<file path="src/rtl/data_mem_responder.sv">
// data_mem_responder: wait-state data-memory responder with four-phase ready handshake.
// Optional build macro DATA_MEM_ALIGN_CHECK_EN: reject odd byte addresses and flag addr_error.
module data_mem_responder #(
    parameter int DATA_WIDTH  = 16,
    parameter int ADDR_WIDTH  = 8,
    parameter int WAIT_STATES = 2
) (
    input  logic                  clk,
    input  logic                  reset,
    input  logic                  mem_select,
    input  logic                  mem_read,
    input  logic [ADDR_WIDTH-1:0] addr,
    input  logic [DATA_WIDTH-1:0] wdata,
    output logic [DATA_WIDTH-1:0] rdata,
    output logic                  ready,
    output logic                  addr_error
);
    typedef enum logic [1:0] {IDLE = 2'd0, WAIT = 2'd1, DONE = 2'd2} state_t;

`ifdef DATA_MEM_ALIGN_CHECK_EN
    localparam bit ALIGN_CHECK = 1'b1;
`else
    localparam bit ALIGN_CHECK = 1'b0;
`endif

    state_t                state;
    logic [3:0]            cnt;
    logic [ADDR_WIDTH-1:0] req_addr;
    logic                  req_read;
    logic [DATA_WIDTH-1:0] req_wdata;
    logic [DATA_WIDTH-1:0] ram [2**(ADDR_WIDTH-1)];
    logic [ADDR_WIDTH-2:0] word_idx;
    logic                  misaligned;
    logic                  access;

    assign word_idx   = req_addr[ADDR_WIDTH-1:1];
    assign misaligned = ALIGN_CHECK & req_addr[0];
    assign access     = (state == WAIT) && (cnt == 4'd0);

    // RAM store port; contents survive reset but a reset edge cancels the write
    always_ff @(posedge clk) begin
        if (reset && access && !req_read && !misaligned)
            ram[word_idx] <= req_wdata;
    end

    // Request FSM: latch in IDLE, count wait states, access, hold ready until select drops
    always_ff @(posedge clk) begin
        if (!reset) begin
            state      <= IDLE;
            cnt        <= 4'd0;
            req_addr   <= '0;
            req_read   <= 1'b0;
            req_wdata  <= '0;
            rdata      <= '0;
            ready      <= 1'b0;
            addr_error <= 1'b0;
        end else begin
            case (state)
                IDLE: begin
                    if (mem_select) begin
                        req_addr  <= addr;
                        req_read  <= mem_read;
                        req_wdata <= wdata;
                        cnt       <= 4'(WAIT_STATES);
                        state     <= WAIT;
                    end
                end
                WAIT: begin
                    if (cnt != 4'd0) begin
                        cnt <= cnt - 4'd1;
                    end else begin
                        if (req_read && !misaligned)
                            rdata <= ram[word_idx];
                        ready      <= 1'b1;
                        addr_error <= misaligned;
                        state      <= DONE;
                    end
                end
                DONE: begin
                    if (!mem_select) begin
                        ready      <= 1'b0;
                        addr_error <= 1'b0;
                        state      <= IDLE;
                    end
                end
                default: begin
                    ready      <= 1'b0;
                    addr_error <= 1'b0;
                    state      <= IDLE;
                end
            endcase
        end
    end
endmodule

</file>
<file path="config.mk">
export PLATFORM = sky130hd
export DESIGN_NAME = data_mem_responder
export DESIGN_NICKNAME = d
export VERILOG_FILES = /design/src/rtl/data_mem_responder.sv
export SDC_FILE = /design/constraint.sdc
export NUM_CORES = 2
export LEC_CHECK = 0
export CAP_MARGIN = 30
export CORE_MARGIN = 5
export CORE_UTILIZATION = 50
export CTS_BUF_LIST = sky130_fd_sc_hd__clkbuf_8
export DETAILED_ROUTE_END_ITERATION = 12
export DONT_BUFFER_PORTS = 1
export PLACE_DENSITY = 0.69
export SLEW_MARGIN = 10
export SYNTH_ARGS = -nofsm -noshare
export SYNTH_HDL_FRONTEND = slang
export SYNTH_SLANG_ARGS = --single-unit
</file>
<file path="constraint.sdc">
create_clock -name clk -period 5.1 [get_ports clk]
set_input_delay 1.02 -clock clk [delete_from_list [all_inputs] [get_ports clk]]
set_output_delay 1.02 -clock clk [all_outputs]
set_load 0.02 [all_outputs]
</file>
# Yosys cells after proc, flatten, opt, wreduce, memory -nomap -nowiden
# Memory sizes are Yosys's and may differ from the RTL's. A register that Yosys moved wholly into a read port is not among the register bits.
# Index checks and enable logic that the tools add are counted.
# totals
output_inout_bits,18
ramBits,2048
reg_bits,33
in_bits,28
word_cells,45
mem_count,1
# memory_table
name,depth,word_bits,rd,rd_ports_with_merged_regs,wr,line,rtl
ram,128,16,1,1,1,31,logic [DATA_WIDTH-1:0] ram [2**(ADDR_WIDTH-1)];
# op_classes
addsub,1
n_eq_ne,6
n_reduce_logical,14
mux,14
n_bitwise,2
# ops
cell,n
AND reduction 3 bit,4
2-to-1 mux 4 bit,2
case mux 4 bit (2 select lines),1
2-to-1 mux 2 bit,3
!= test 2 bit (second input constant),3
case mux 1 bit (3 select lines),2
case mux 2 bit (3 select lines),1
2-to-1 mux 1 bit,5
logical NOT 4 bit,1
nonzero test 4 bit,1
subtractor 4 x 1 -> 4 bit (second input constant),1
logical AND 1 bit,3
equality test 2 x 1 -> 1 bit (second input constant),1
equality test 2 bit (second input constant),1
logical NOT 1 bit,2
logical NOT 2 bit,1
!= test 2 x 1 -> 1 bit (second input constant),1
inverter 1 bit,2
AND reduction 2 bit,1
nonzero test 2 bit,1

# Longest topological paths before layout
# logic_depth
word_depth,6
depth_mapped,12
mapped_depth_nobuf,8

# Worst setup path after synthesis
# No wires, ideal clock.
# synth_timing
kind,reg2reg
start,register req_addr[1]
end,"memory ram[89][0], enable pin"
setup_time_ns,0.389
path_slack_ns,2.016
arrival_time_ns,2.695
t_required_ns,4.711
path_buffers,8
period_less_slack_ns,3.084
stages_incl_launch_ff,11
path_cell_list,dfxtp_1 > buf_4 > buf_6 > buf_4 > buf_6 > buf_4 > buf_6 > buf_4 > nand3_1 > buf_2 > nor2_1
# synth_lines
item,line,rtl
from (decl),28,logic [ADDR_WIDTH-1:0] req_addr;
from (signal assigned),61,req_addr <= addr;
to (decl),31,
# Straight into the memory's write port.

==> out/metrics.csv <==
metric;value;unit
outcome;finished, final reports clean;
crit path time final;4270;ps
leak pwr;28.4;nW
Buf/Inv on CP;2;
Rel. slew slack;0.273;
Sw Share;0.236;
final setup violating endpoints;0;
Core Rows;147;
Via Count;45350;
path type of the worst setup path;flip-flop to flip-flop;
max-cap violations;0;
net switching power;8.11;mW
CTS clock-pin slew for the worst setup and hold paths;60;ps
worst slew pin tran;1090;ps
placed wire-length estimate;135000;um
buffer depth of the longest clock path;4;
drt drc;0;
Final Net Count;4612;
post-synth cell types;83;
Die Height;413;um
YS warnings;0;
Routed WL per cell;32.6;um
arrival time at the worst endpoint;5110;ps
CTS Root Cell;clkbuf_8;
sequential power share;0.560;
Mapped Nets;4254;
global-route wire length before repair;323000;um
Clock Power Share;0.372;
Combinational Power Share;0.068;
Resized cells post-CTS;0;
Mapped Cells;4225;
RePlAce Congestion;0.939;
crit-path most repeated cell;a31oi_1;
GRT Total Usage;0.265;
GRT Residual Overflow;0;
Critical Path Max Stage Delay;960;ps
Pint;26.3;mW
clock buffer count from CTS;343;
VDD IR-drop max;269;uV
crit path capture type;flip-flop;
RSZ-0062 raised after global routing;false;
fin. max-slew vios;0;
total detailed-routing wirelength;227000;um
worst-skew pair later-pin latency;1020;ps
#FFs+latches synth;2095;
Post-CTS Setup Repair Bufs;0;
share of layout cells above drive strength 1;0.234;
TritonRoute pass-1 iters;6;
mean post-synth cell area;19.2;sq um
async set-reset flop share out of synthesis;0;
initial antenna violation count;8;
pwr dens;379;mW/mm^2
largest net degree at the start of global routing;86;
DRT iter0 DRCs;6682;
Initial Util;0.504;
core area;0.161;sq mm
Area growth syn-to-layout;12.0;%
Critical Path Fanout Max;40;
Mapped Area;0.0811;sq mm
Hold Vio Cnt, Final;0;
CP max stage cell;dfxtp_4;
Post-synth EDFFs;2048;
Top FF cell, synth;edfxtp_1;
routed vias/inst;6.50;
register area share after synthesis;0.770;
worst setup path startpoint;req_addr[3]$_SDFFE_PN0P_;
crit path setup slack, layout;829;ps
Largest delay share family, worst path;compound AO/OA/AOI/OAI gates;
CP cell instances;clkinv_2 > buf_4 > mux4_2 > a31oi_1 > a221o_1 > a221oi_1 > a31oi_1;
clk_skew;106;ps
DIE WIDTH;413;um
Max Clock Freq;0.234;GHz
clk sink count;2095;
CP startpoint kind;flip-flop;
vias in the first global route;44340;
setup_tns;0;ps
period utilization;0.837;
CTS H-Tree Depth;5;
Hold Crit Class;input pin to flip-flop;
commonest non-fill, non-tap cell in the layout;edfxtp_1;
r2r startpoint;req_addr[3]$_SDFFE_PN0P_;
antenna viol nets, final;0;
Die ar.;0.170;sq mm
Hold Path Origin;addr[3];
pre-CTS setup slack;1190;ps
TritonCTS clock tree;done;
hold buffer count at CTS;0;
most frequent cells in the layout;edfxtp_1 (2048), clkbuf_8 (351), mux4_2 (288);
IO Pins;46;
Req. time, crit path;5940;ps
Port Buffers;0;
==> Yosys cell counts (all sizes together) (67+ instances only) <==
library cell	n	share of area
edfxtp	2048	0.76
mux4	295	0.082
nand2	219	0.010
nor2	207	0.0096
buf	185	0.014
a221oi	178	0.019
clkbuf	101	0.0047
mux2i	97	0.012
a22oi	93	0.0086
a21oi	87	0.0054
mux2	87	0.012
o21ai	73	0.0045
nand2b	67	0.0052
==> stage by stage <==
stage | hold slack [ps] | total power [mW] | utilization | area, sq um | cells
finish | 156 | 34.4 | 0.565 | 90900 | 6980
global route | 118 | 35.5 | 0.565 | 90900 | 6977
CTS | 73.8 | 34.5 | 0.564 | 90800 | 6971
detailed placement | 526 | 21.9 | 0.528 | 85000 | 6394
global placement | 513 | 21.9 | 0.528 | 84900 | 6389
floorplan | 476 | 20.9 | - | 81100 | 4225
==> path summary, 6_finish.rpt <==
kind,cells past startpoint,to,slack [ps]
setup / recovery,7,rdata[7]$_SDFFE_PN0P_,830
hold / removal,2,req_addr[3]$_SDFFE_PN0P_,160
setup reg to reg,7,rdata[7]$_SDFFE_PN0P_,830
hold reg to reg,2,req_read$_SDFFE_PN0P_,540
==> kinds of logic (layout without fill, tap and decap cells) <==
family,count (synthesis),after routing,share of synthesized area
compound gates,750,750,0.0706
xor+xnor,2,2,0.000216
fa+ha+maj,1,1,0.000154
buf+inv,294,884,0.0190
flops,2095,2095,0.770
mux,479,479,0.106
other cells,1,6,0.0000462
simple gates,603,603,0.0340
==> state kept, by name, indices dropped and copies added, names as in the netlist <==
register,count
req_addr,7
state,2
rdata,16
req_wdata,16
ram,2048
cnt,4
ready,1
req_read,1
==> area by class of cell <==
type	count	area (sq um)
Fill cell	11916	70100
Sequential cell	2095	62500
Multi-Input combinational cell	1836	17200
Clock buffer	351	4830
Tap cell	2160	2700
Timing Repair Buffer	299	2540
Clock inverter	226	995
Inverter	8	36.3
Antenna cell	5	12.5
==> routing by layer <==
metal	GRT usage	wire length, um
met5	0	46
met4	0.131	12300
met3	0.0784	29400
met2	0.395	103000
met1	0.362	82900
==> power groups by stage <==
stage	clock network, mW	registers, mW	logic (mW)
4_1_cts	13.0	19.3	2.26
3_3_place_gp	0	19.6	2.21
6_report	12.8	19.3	2.35
5_1_grt	13.8	19.3	2.43
2_1_floorplan	0	19.6	1.31
3_5_place_dp	0	19.6	2.26
No activity file was read; power rests on OpenSTA's default activity.
